===== src/rtl/wb_pkg.sv =====
// Shared Wishbone definitions: bus widths, bus word types and the arbiter
// grant state encoding.
package wb_pkg;

    localparam int WB_ADDR_WIDTH          = 2;
    localparam int WB_DATA_WIDTH          = 8;
    localparam int WB_ARB_TIMEOUT_DEFAULT = 16;

    typedef logic [WB_ADDR_WIDTH-1:0] wb_addr;
    typedef logic [WB_DATA_WIDTH-1:0] wb_data;

    // Grant state; the encoding doubles as the one-hot owner vector.
    typedef enum logic [1:0] {
        IDLE = 2'b00,
        GNT0 = 2'b01,
        GNT1 = 2'b10
    } wb_gnt_t;

    // One-hot owner vector for a grant state (00 = no owner).
    function automatic logic [1:0] gnt_onehot(input wb_gnt_t st);
        logic [1:0] oh;
        case (st)
            GNT0:    oh = 2'b01;
            GNT1:    oh = 2'b10;
            default: oh = 2'b00;
        endcase
        return oh;
    endfunction

endpackage


===== src/rtl/wb_ack_watchdog.sv =====
// Ack watchdog: counts strobe cycles without an ack and flags a timeout in
// the cycle the count reaches the limit. A limit of 0 disables it.
module wb_ack_watchdog
    import wb_pkg::*;
#(
    parameter int TIMEOUT_CYCLES = WB_ARB_TIMEOUT_DEFAULT
) (
    input  logic clk_i,
    input  logic rst_i,
    input  logic stb_i,
    input  logic ack_i,
    input  logic clr_i,
    output logic timeout_o
);

    localparam int             CNT_W  = (TIMEOUT_CYCLES > 0) ? $clog2(TIMEOUT_CYCLES + 1) : 1;
    localparam logic [CNT_W-1:0] LIMIT  = CNT_W'(TIMEOUT_CYCLES);
    localparam logic             ENABLE = (TIMEOUT_CYCLES > 0);

    logic [CNT_W-1:0] count_r;
    logic [CNT_W-1:0] count_next_s;
    logic             timeout_s;

    // Timeout detection and saturating next-count; an ack on the threshold
    // cycle suppresses the timeout.
    always_comb begin
        timeout_s    = 1'b0;
        count_next_s = count_r;
        if (ENABLE && (count_r == LIMIT) && stb_i && !ack_i) begin
            timeout_s = 1'b1;
        end else begin
            timeout_s = 1'b0;
        end
        if (clr_i || ack_i || !stb_i || timeout_s) begin
            count_next_s = '0;
        end else if (count_r != LIMIT) begin
            count_next_s = count_r + CNT_W'(1);
        end else begin
            count_next_s = count_r;
        end
    end

    // Counter register.
    always_ff @(posedge clk_i or posedge rst_i) begin
        if (rst_i) begin
            count_r <= '0;
        end else begin
            count_r <= count_next_s;
        end
    end

    assign timeout_o = timeout_s;

endmodule


===== src/rtl/wb_arbiter.sv =====
// Two-master / one-slave Wishbone arbiter: round-robin grant held for the
// whole cyc burst, combinational mux from the registered grant, and an ack
// watchdog that ends a hung transfer with an err pulse to the owner.
module wb_arbiter
    import wb_pkg::*;
#(
    parameter int ADDR_WIDTH     = WB_ADDR_WIDTH,
    parameter int DATA_WIDTH     = WB_DATA_WIDTH,
    parameter int TIMEOUT_CYCLES = WB_ARB_TIMEOUT_DEFAULT
) (
    input  logic                  clk_i,
    input  logic                  rst_i,
    input  logic                  m0_cyc_i,
    input  logic                  m0_stb_i,
    input  logic                  m0_we_i,
    input  logic [ADDR_WIDTH-1:0] m0_adr_i,
    input  logic [DATA_WIDTH-1:0] m0_dat_i,
    output logic [DATA_WIDTH-1:0] m0_dat_o,
    output logic                  m0_ack_o,
    output logic                  m0_err_o,
    input  logic                  m1_cyc_i,
    input  logic                  m1_stb_i,
    input  logic                  m1_we_i,
    input  logic [ADDR_WIDTH-1:0] m1_adr_i,
    input  logic [DATA_WIDTH-1:0] m1_dat_i,
    output logic [DATA_WIDTH-1:0] m1_dat_o,
    output logic                  m1_ack_o,
    output logic                  m1_err_o,
    output logic                  s_cyc_o,
    output logic                  s_stb_o,
    output logic                  s_we_o,
    output logic [ADDR_WIDTH-1:0] s_adr_o,
    output logic [DATA_WIDTH-1:0] s_dat_o,
    input  logic [DATA_WIDTH-1:0] s_dat_i,
    input  logic                  s_ack_i,
    output logic [1:0]            gnt_o
);

    wb_gnt_t state_r;
    wb_gnt_t state_next_s;
    logic    last_owner_r;
    logic    last_owner_next_s;
    logic    stb_raw_s;
    logic    timeout_s;
    logic    gnt_change_s;

    // Next grant: round-robin on ties from IDLE, direct handover when the
    // owner releases cyc while the other master is already waiting.
    always_comb begin
        state_next_s      = state_r;
        last_owner_next_s = last_owner_r;
        case (state_r)
            IDLE: begin
                if (m0_cyc_i && m1_cyc_i) begin
                    state_next_s = last_owner_r ? GNT0 : GNT1;
                end else if (m0_cyc_i) begin
                    state_next_s = GNT0;
                end else if (m1_cyc_i) begin
                    state_next_s = GNT1;
                end else begin
                    state_next_s = IDLE;
                end
            end
            GNT0: begin
                if (!m0_cyc_i) begin
                    last_owner_next_s = 1'b0;
                    state_next_s      = m1_cyc_i ? GNT1 : IDLE;
                end else begin
                    state_next_s = GNT0;
                end
            end
            GNT1: begin
                if (!m1_cyc_i) begin
                    last_owner_next_s = 1'b1;
                    state_next_s      = m0_cyc_i ? GNT0 : IDLE;
                end else begin
                    state_next_s = GNT1;
                end
            end
            default: begin
                state_next_s = IDLE;
            end
        endcase
    end

    // Grant and round-robin history registers; master 0 wins the first tie.
    always_ff @(posedge clk_i or posedge rst_i) begin
        if (rst_i) begin
            state_r      <= IDLE;
            last_owner_r <= 1'b1;
        end else begin
            state_r      <= state_next_s;
            last_owner_r <= last_owner_next_s;
        end
    end

    // Slave-side mux from the registered grant; a timeout masks the strobe.
    always_comb begin
        s_cyc_o   = 1'b0;
        stb_raw_s = 1'b0;
        s_we_o    = 1'b0;
        s_adr_o   = {ADDR_WIDTH{1'b0}};
        s_dat_o   = {DATA_WIDTH{1'b0}};
        case (state_r)
            GNT0: begin
                s_cyc_o   = m0_cyc_i;
                stb_raw_s = m0_stb_i;
                s_we_o    = m0_we_i;
                s_adr_o   = m0_adr_i;
                s_dat_o   = m0_dat_i;
            end
            GNT1: begin
                s_cyc_o   = m1_cyc_i;
                stb_raw_s = m1_stb_i;
                s_we_o    = m1_we_i;
                s_adr_o   = m1_adr_i;
                s_dat_o   = m1_dat_i;
            end
            default: begin
                s_cyc_o   = 1'b0;
                stb_raw_s = 1'b0;
            end
        endcase
        s_stb_o = stb_raw_s & ~timeout_s;
    end

    assign gnt_change_s = (state_next_s != state_r);

    wb_ack_watchdog #(
        .TIMEOUT_CYCLES(TIMEOUT_CYCLES)
    ) u_watchdog (
        .clk_i    (clk_i),
        .rst_i    (rst_i),
        .stb_i    (stb_raw_s),
        .ack_i    (s_ack_i),
        .clr_i    (gnt_change_s),
        .timeout_o(timeout_s)
    );

    // Return path: only the current owner sees ack, err and read data.
    assign gnt_o    = gnt_onehot(state_r);
    assign m0_ack_o = s_ack_i & gnt_o[0];
    assign m1_ack_o = s_ack_i & gnt_o[1];
    assign m0_err_o = timeout_s & gnt_o[0];
    assign m1_err_o = timeout_s & gnt_o[1];
    assign m0_dat_o = gnt_o[0] ? s_dat_i : {DATA_WIDTH{1'b0}};
    assign m1_dat_o = gnt_o[1] ? s_dat_i : {DATA_WIDTH{1'b0}};

endmodule


===== config.mk =====
export PLATFORM = sky130hd
export DESIGN_NAME = wb_arbiter
export DESIGN_NICKNAME = d
export VERILOG_FILES = /design/src/rtl/wb_pkg.sv /design/src/rtl/wb_ack_watchdog.sv /design/src/rtl/wb_arbiter.sv
export SDC_FILE = /design/constraint.sdc
export NUM_CORES = 1
export LEC_CHECK = 0
export CORE_MARGIN = 2
export CORE_UTILIZATION = 30
export DETAILED_ROUTE_END_ITERATION = 10
export MAX_ROUTING_LAYER = met4
export PLACE_DENSITY = 0.77
export SLEW_MARGIN = 10
export SYNTH_ARGS = -nofsm -noshare
export SYNTH_HDL_FRONTEND = slang
export SYNTH_HIERARCHICAL = 1
export SYNTH_SLANG_ARGS = --single-unit
export TNS_END_PERCENT = 5

===== constraint.sdc =====
create_clock -name clk_i -period 2.4 [get_ports clk_i]
set_input_delay 0.48 -clock clk_i [delete_from_list [all_inputs] [get_ports clk_i]]
set_output_delay 0.48 -clock clk_i [all_outputs]
set_load 0.1 [all_outputs]

==> results of run 1 <==
[synth_stat cells, drive strengths merged]
master    n  area [sq um]
nand2     1          3.75
or3       1          11.3
and4bb    1          12.5
a22oi    13          97.6
nand3b    1          7.51
inv       9          33.8
buf       2          18.8
clkbuf    5          18.8
nand2b    1          6.26
dfstp     1          26.3
o2111ai   1          15.0
and2     21           131
xor2      2          17.5
a21oi     1          5.00
xnor2     3          26.3
ha        8           100
nor2b    17           106
or4b      1          13.8
o22a      1          8.76
dfrtp     7           175
nand3     2          10.0
and3b     1          10.0
o311a     1          10.0
nor2      6          22.5
a2bb2oi   1          8.76
o211ai    1          7.51
[path summary, 6_finish.rpt]
kind,startpoint,slack [ns],to,depth (start not counted)
min in group clk_i,u_watchdog/count_r[0]$_DFFE_PP0P_,0.49,u_watchdog/count_r[0]$_DFFE_PP0P_,1
worst max-delay path,state_r[0]$_DFF_PP0_,0.09,m0_err_o,7
max in group asynchronous,rst_i,1.75,last_owner_r$_DFFE_PP1P_,2
worst max register to register,state_r[0]$_DFF_PP0_,0.14,u_watchdog/count_r[2]$_DFFE_PP0P_,8
worst min-delay path,rst_i,0.42,state_r[1]$_DFF_PP0_,2
worst min register to register,u_watchdog/count_r[0]$_DFFE_PP0P_,0.49,u_watchdog/count_r[0]$_DFFE_PP0P_,1
[sequential cells by signal, summed over array words and instances, names as in the netlist]
| name | flops |
|---|---|
| last_owner_r | 1 |
| state_r | 2 |
| u_watchdog/count_r | 5 |
[per-layer routing]
metal	share of wire, %	up-vias
li1	-	519
met5	0	-
met1	38	506
met2	54	45
met3	7.5	4
met4	0.83	0
[logic make-up after synthesis]
logic type / after synthesis / synth area share (%)
xor+xnor: 5 / 4.84
fa+ha+maj: 8 / 11.1
flops: 8 / 22.3
compound gates: 19 / 16.9
simple gates: 53 / 37.1
buf+inv: 16 / 7.88
[cell type report]
class | instances | area, sq um | share of cell area, %
timing repair buffer | 80 | 1130 | 53.2
clock buffer | 4 | 26.3 | 1.24
inverter | 9 | 33.8 | 1.59
sequential | 8 | 203 | 9.55
multi-input combinational | 85 | 692 | 32.6
tap | 31 | 38.8 | 1.83
[worst register-to-register path: cells and delay by family (launching register included)]
kind,cells,cell delay (ns)
flip-flops,1,0.42
adder cells (fa/ha/maj),1,0.25
AND/OR/NAND/NOR,3,1.08
AO/OA/AOI/OAI,2,0.27
buffers and inverters,1,0.09
XOR/XNOR,1,0.09
[where the power goes]
group | total [W] | leakage [nW] | internal, W | switching (W)
clock network | 0.000111 | 0.0150 | 0.0000637 | 0.0000475
registers | 0.000192 | 0.105 | 0.000165 | 0.0000273
logic | 0.00278 | 0.752 | 0.00106 | 0.00173
total | 0.00308 | 0.871 | 0.00128 | 0.00180
[through the flow]
stage	instances	total power [W]	setup TNS, ns
final	217	0.00308	0
after global routing	217	0.00320	-0.00411
after CTS	216	0.00308	0
after detailed placement	212	0.00294	-0.00974
after global placement	212	0.00289	0
after floorplan	109	0.00195	-7.37
[repair_timing]
action,4_1_cts,5_1_grt
buffers inserted,0,1
endpoints found under the setup margin,5,5
gates resized for setup,5,4
gates cloned,0,0
[placed cells by master, fill, tap and decap left out, types with 6 or more instances in the layout]
cell	count
buf_12	35
clkdlybuf4s50_1	36
a22oi_1	12
nor2b_2	11
dfrtp_1	6
and2_1	19
nor2b_1	6
buf_4	9
nor2_1	6
ha_1	6
inv_1	7
==> out/qor.txt, run 1 <==
initial core utilization: 32.2%
family with the most delay on the worst path: simple AND/OR/NAND/NOR gates
Lkg Pwr: 0.871 nW
first-pass GRT wire length: 4.93 mm
final period utilization: 96.3%
vias: 1074
I/O Pins: 72
sequential share of the synthesized area: 22.3%
area of the core: 2810 sq um
Post-DP Area: 2050 sq um
Synth Area per Inst: 8.30 sq um
met3 Use GR: 1.98%
worst min path class: in -> async
clk buf depth: 2
worst slack, placed: -0.00667 ns
setup ws final: 0.0893 ns
Max stage delay cell, worst path: dfrtp_2
ratio of cells with drive above 1 in the final layout: 37.6%
Final Skew: 0.0116 ns
Bufs and invs on worst path: 2
crit path cell chain: ha_4 > buf_4 > a22oi_2 > nor2b_1 > and3b_2 > and2_1 > buf_12
worst-path maximum fanout: 5
1st-pass router iterations: 7
final hold viol count: 0
clock tree sinks: 8
cts hold-fix bufs: 0
CP Data Arrival Time: 1.83 ns
Critical Path RT: 1.92 ns
Area Growth Syn to Fin: 135%
Pwr Density: 1450 nW/um^2
final core utilization: 75.6%
Synth cell types: 28
yosys warns: 6
failing checks: DRC
aggregate global-route resource usage: 19.3%
Die Ht: 58.9 um
total gr overflow: 0
Filler cells: 207
clk_lat worst skew: 0.26 ns
Worst VDD drop: 637 uV
gr busiest metal: met2
IO Port Bufs: 71
Yosys reg bits: 8
Largest stage delay, worst path: 0.45 ns
routed vias/inst: 4.95
crit path kind: reg -> out
# rows: 19
Root Buffer: clkbuf_4
Synth Instances: 109
final WL: 3.25 mm
syn nets: 154
endpoint type of the worst setup path: primary output
Least-Margin Pin Slew: 0.388 ns
Starting DRT DRC Count: 36
final-stage net count: 232
CTS Buf Count: 3
Max Slew Vio Count: 0
Final GP Congestion: 0.900
GR Util met1: 21.9%
Final HPWL DP: 2.85 mm
die area: 3470 sq um
vias in the first global route: 1051
status: finished with violations
DR DRC count: 9
met2 global-route usage: 35.2%
pin count of the biggest net entering global routing: 17
Die Wd: 58.9 um
clock period minus final worst setup slack: 2.31 ns
max_slew headroom: 74.2%
CTS tree: built
ANT nets after route: 0
WL per Instance: 15.0 um
design area: 2120 sq um
hold_ws: 0.416 ns
initial antenna violation count: 0
mapped cell area: 905 sq um
Max Cap Violations: 0
Setup-failing EPs final: 0
Setup crit start kind: flip-flop
achievable frequency: 433 MHz
diode count: 0
Clk pin slew, worst setup/hold paths: 0.06 ns
H-tree level count: 1
Power figures use the tool's default switching activity.
==> inputs of run 2 (changes only) <==
Settings changed: ABC_CLOCK_PERIOD_IN_PS set to 2400, CORE_MARGIN 2 to not set.
==> out/qor.txt, run 2 (same netlist as run 1, synthesis figures left out) <==
1st-pass router iterations: 10
flop-to-flop setup slack: 0.09 ns
cts hold-fix bufs: 0
worst slack, placed: -0.0244 ns
worst-path maximum fanout: 6
final-stage net count: 234
die area: 3240 sq um
Die Wd: 56.9 um
Clk pin slew, worst setup/hold paths: 0.05 ns
clock period minus final worst setup slack: 2.32 ns
Final Skew: 0.00368 ns
Critical Path RT: 1.92 ns
WL per Instance: 15.5 um
DR DRC count: 18
Root Buffer: clkbuf_4
total gr overflow: 0
initial core utilization: 32.2%
Setup crit start kind: flip-flop
Area Growth Syn to Fin: 137%
Lkg Pwr: 0.886 nW
worst reg-to-reg path cell count: 8
max reg flops: 5
H-tree level count: 1
clock tree sinks: 8
I/O Pins: 72
crit path kind: reg -> out
first-pass GRT wire length: 5.23 mm
Least-Margin Pin Slew: 0.379 ns
commonest non-fill, non-tap cells in the layout: clkdlybuf4s50_1 (36), buf_12 (36), and2_1 (19)
status: finished with violations
dpl cells: 211
Worst VDD drop: 643 uV
setup ws final: 0.0767 ns
vias: 1067
vias in the first global route: 1117
total power draw: 0.00313 W
diode count: 0
achievable frequency: 430 MHz
final hold viol count: 0
initial antenna violation count: 0
Layout Cells excl Fill: 219
Pwr Density: 1460 nW/um^2
CTS Buf Count: 3
worst min path class: in -> async
Largest Register: u_watchdog/count_r
Starting DRT DRC Count: 49
Max Slew Vio Count: 0
RR Endpoint: u_watchdog/count_r[2]$_DFFE_PP0P_
Top Registers: u_watchdog/count_r (5), state_r (2), last_owner_r (1)
clk buf depth: 2
CTS tree: built
final period utilization: 96.8%
routed vias/inst: 4.87
ANT nets after route: 0
IO Port Bufs: 71
CP Data Arrival Time: 1.84 ns
Max Cap Violations: 0
Die Ht: 56.9 um
endpoint type of the worst setup path: primary output
final WL: 3.40 mm
Final HPWL DP: 2.80 mm
max_slew headroom: 74.7%
# rows: 19
Final GP Congestion: 0.825
failing checks: DRC
pin count of the biggest net entering global routing: 18
Setup-failing EPs final: 0
clk_lat worst skew: 0.25 ns
area of the core: 2810 sq um
final core utilization: 76.5%
aggregate global-route resource usage: 21.3%
ratio of cells with drive above 1 in the final layout: 37.2%
r2r startpoint: state_r[0]$_DFF_PP0_
-- run 2: changes by cell type in the layout (fill, tap and decap cells not counted) --
cell     delta
inv_2       -2
a22oi_1     +1
a22oi_2     -1
buf_12      +1
buf_4       +1
inv_1       +1
inv_4       +1
-- run 2: how the worst max path moves through the flow --
stage	startpoint	endpoint	slack (ns)	cells after the start
3_3_place_gp	m1_stb_i	m0_err_o	0.09	6
2_1_floorplan	state_r[0]$_DFF_PP0_	s_dat_o[1]	-0.47	5
6_report	state_r[0]$_DFF_PP0_	m1_err_o	0.08	7
4_1_cts	state_r[0]$_DFF_PP0_	m0_err_o	0.02	7
5_1_grt	state_r[0]$_DFF_PP0_	m1_err_o	-0.01	7
3_5_place_dp	m0_cyc_i	u_watchdog/count_r[3]$_DFFE_PP0P_	-0.02	7
-- run 2: per-stage QoR --
| step | setup TNS (ns) | hold WS (ns) | cell area, sq um |
|---|---|---|---|
| after floorplan | -7.37 | 0.233 | 932 |
| after global placement | 0 | 0.472 | 2050 |
| after detailed placement | -0.0321 | 0.496 | 2050 |
| after CTS | 0 | 0.412 | 2100 |
| after global routing | -0.0104 | 0.439 | 2150 |
| final | 0 | 0.424 | 2150 |
-- run 2: worst max-delay path, cell delays in order, from the launching register on --
cell and delay [ns]:
dfrtp_2 0.44, buf_12 0.14, ha_4 0.17, a22oi_1 0.15, nor2b_1 0.09, and3b_2 0.24, and2_1 0.18, buf_12 0.17
-- run 2: area by class of cell --
class | instances | area (sq um)
repair buffers | 82 | 1160
multi-input cells | 85 | 687
fillers | 203 | 658
flip-flops and latches | 8 | 203
well taps | 31 | 38.8
inverters | 9 | 36.3
clock buffers | 4 | 26.3
-- run 2: per-layer routing --
metal  track usage (%)  wire [um]
met5                 -          0
met1              22.6       1310
met4              4.53         16
met2              41.7       1850
met3              2.53        223
-- run 2: what timing repair did --
item,in CTS,in global routing
gates resized for setup,5,3
setup endpoints to repair,11,3
buffers inserted,1,3
pin swaps,0,1
-- run 2: where the power goes --
part | switching, W | internal [W]
clock | 0.0000440 | 0.0000635
sequential | 0.0000244 | 0.000164
combinational | 0.00175 | 0.00109
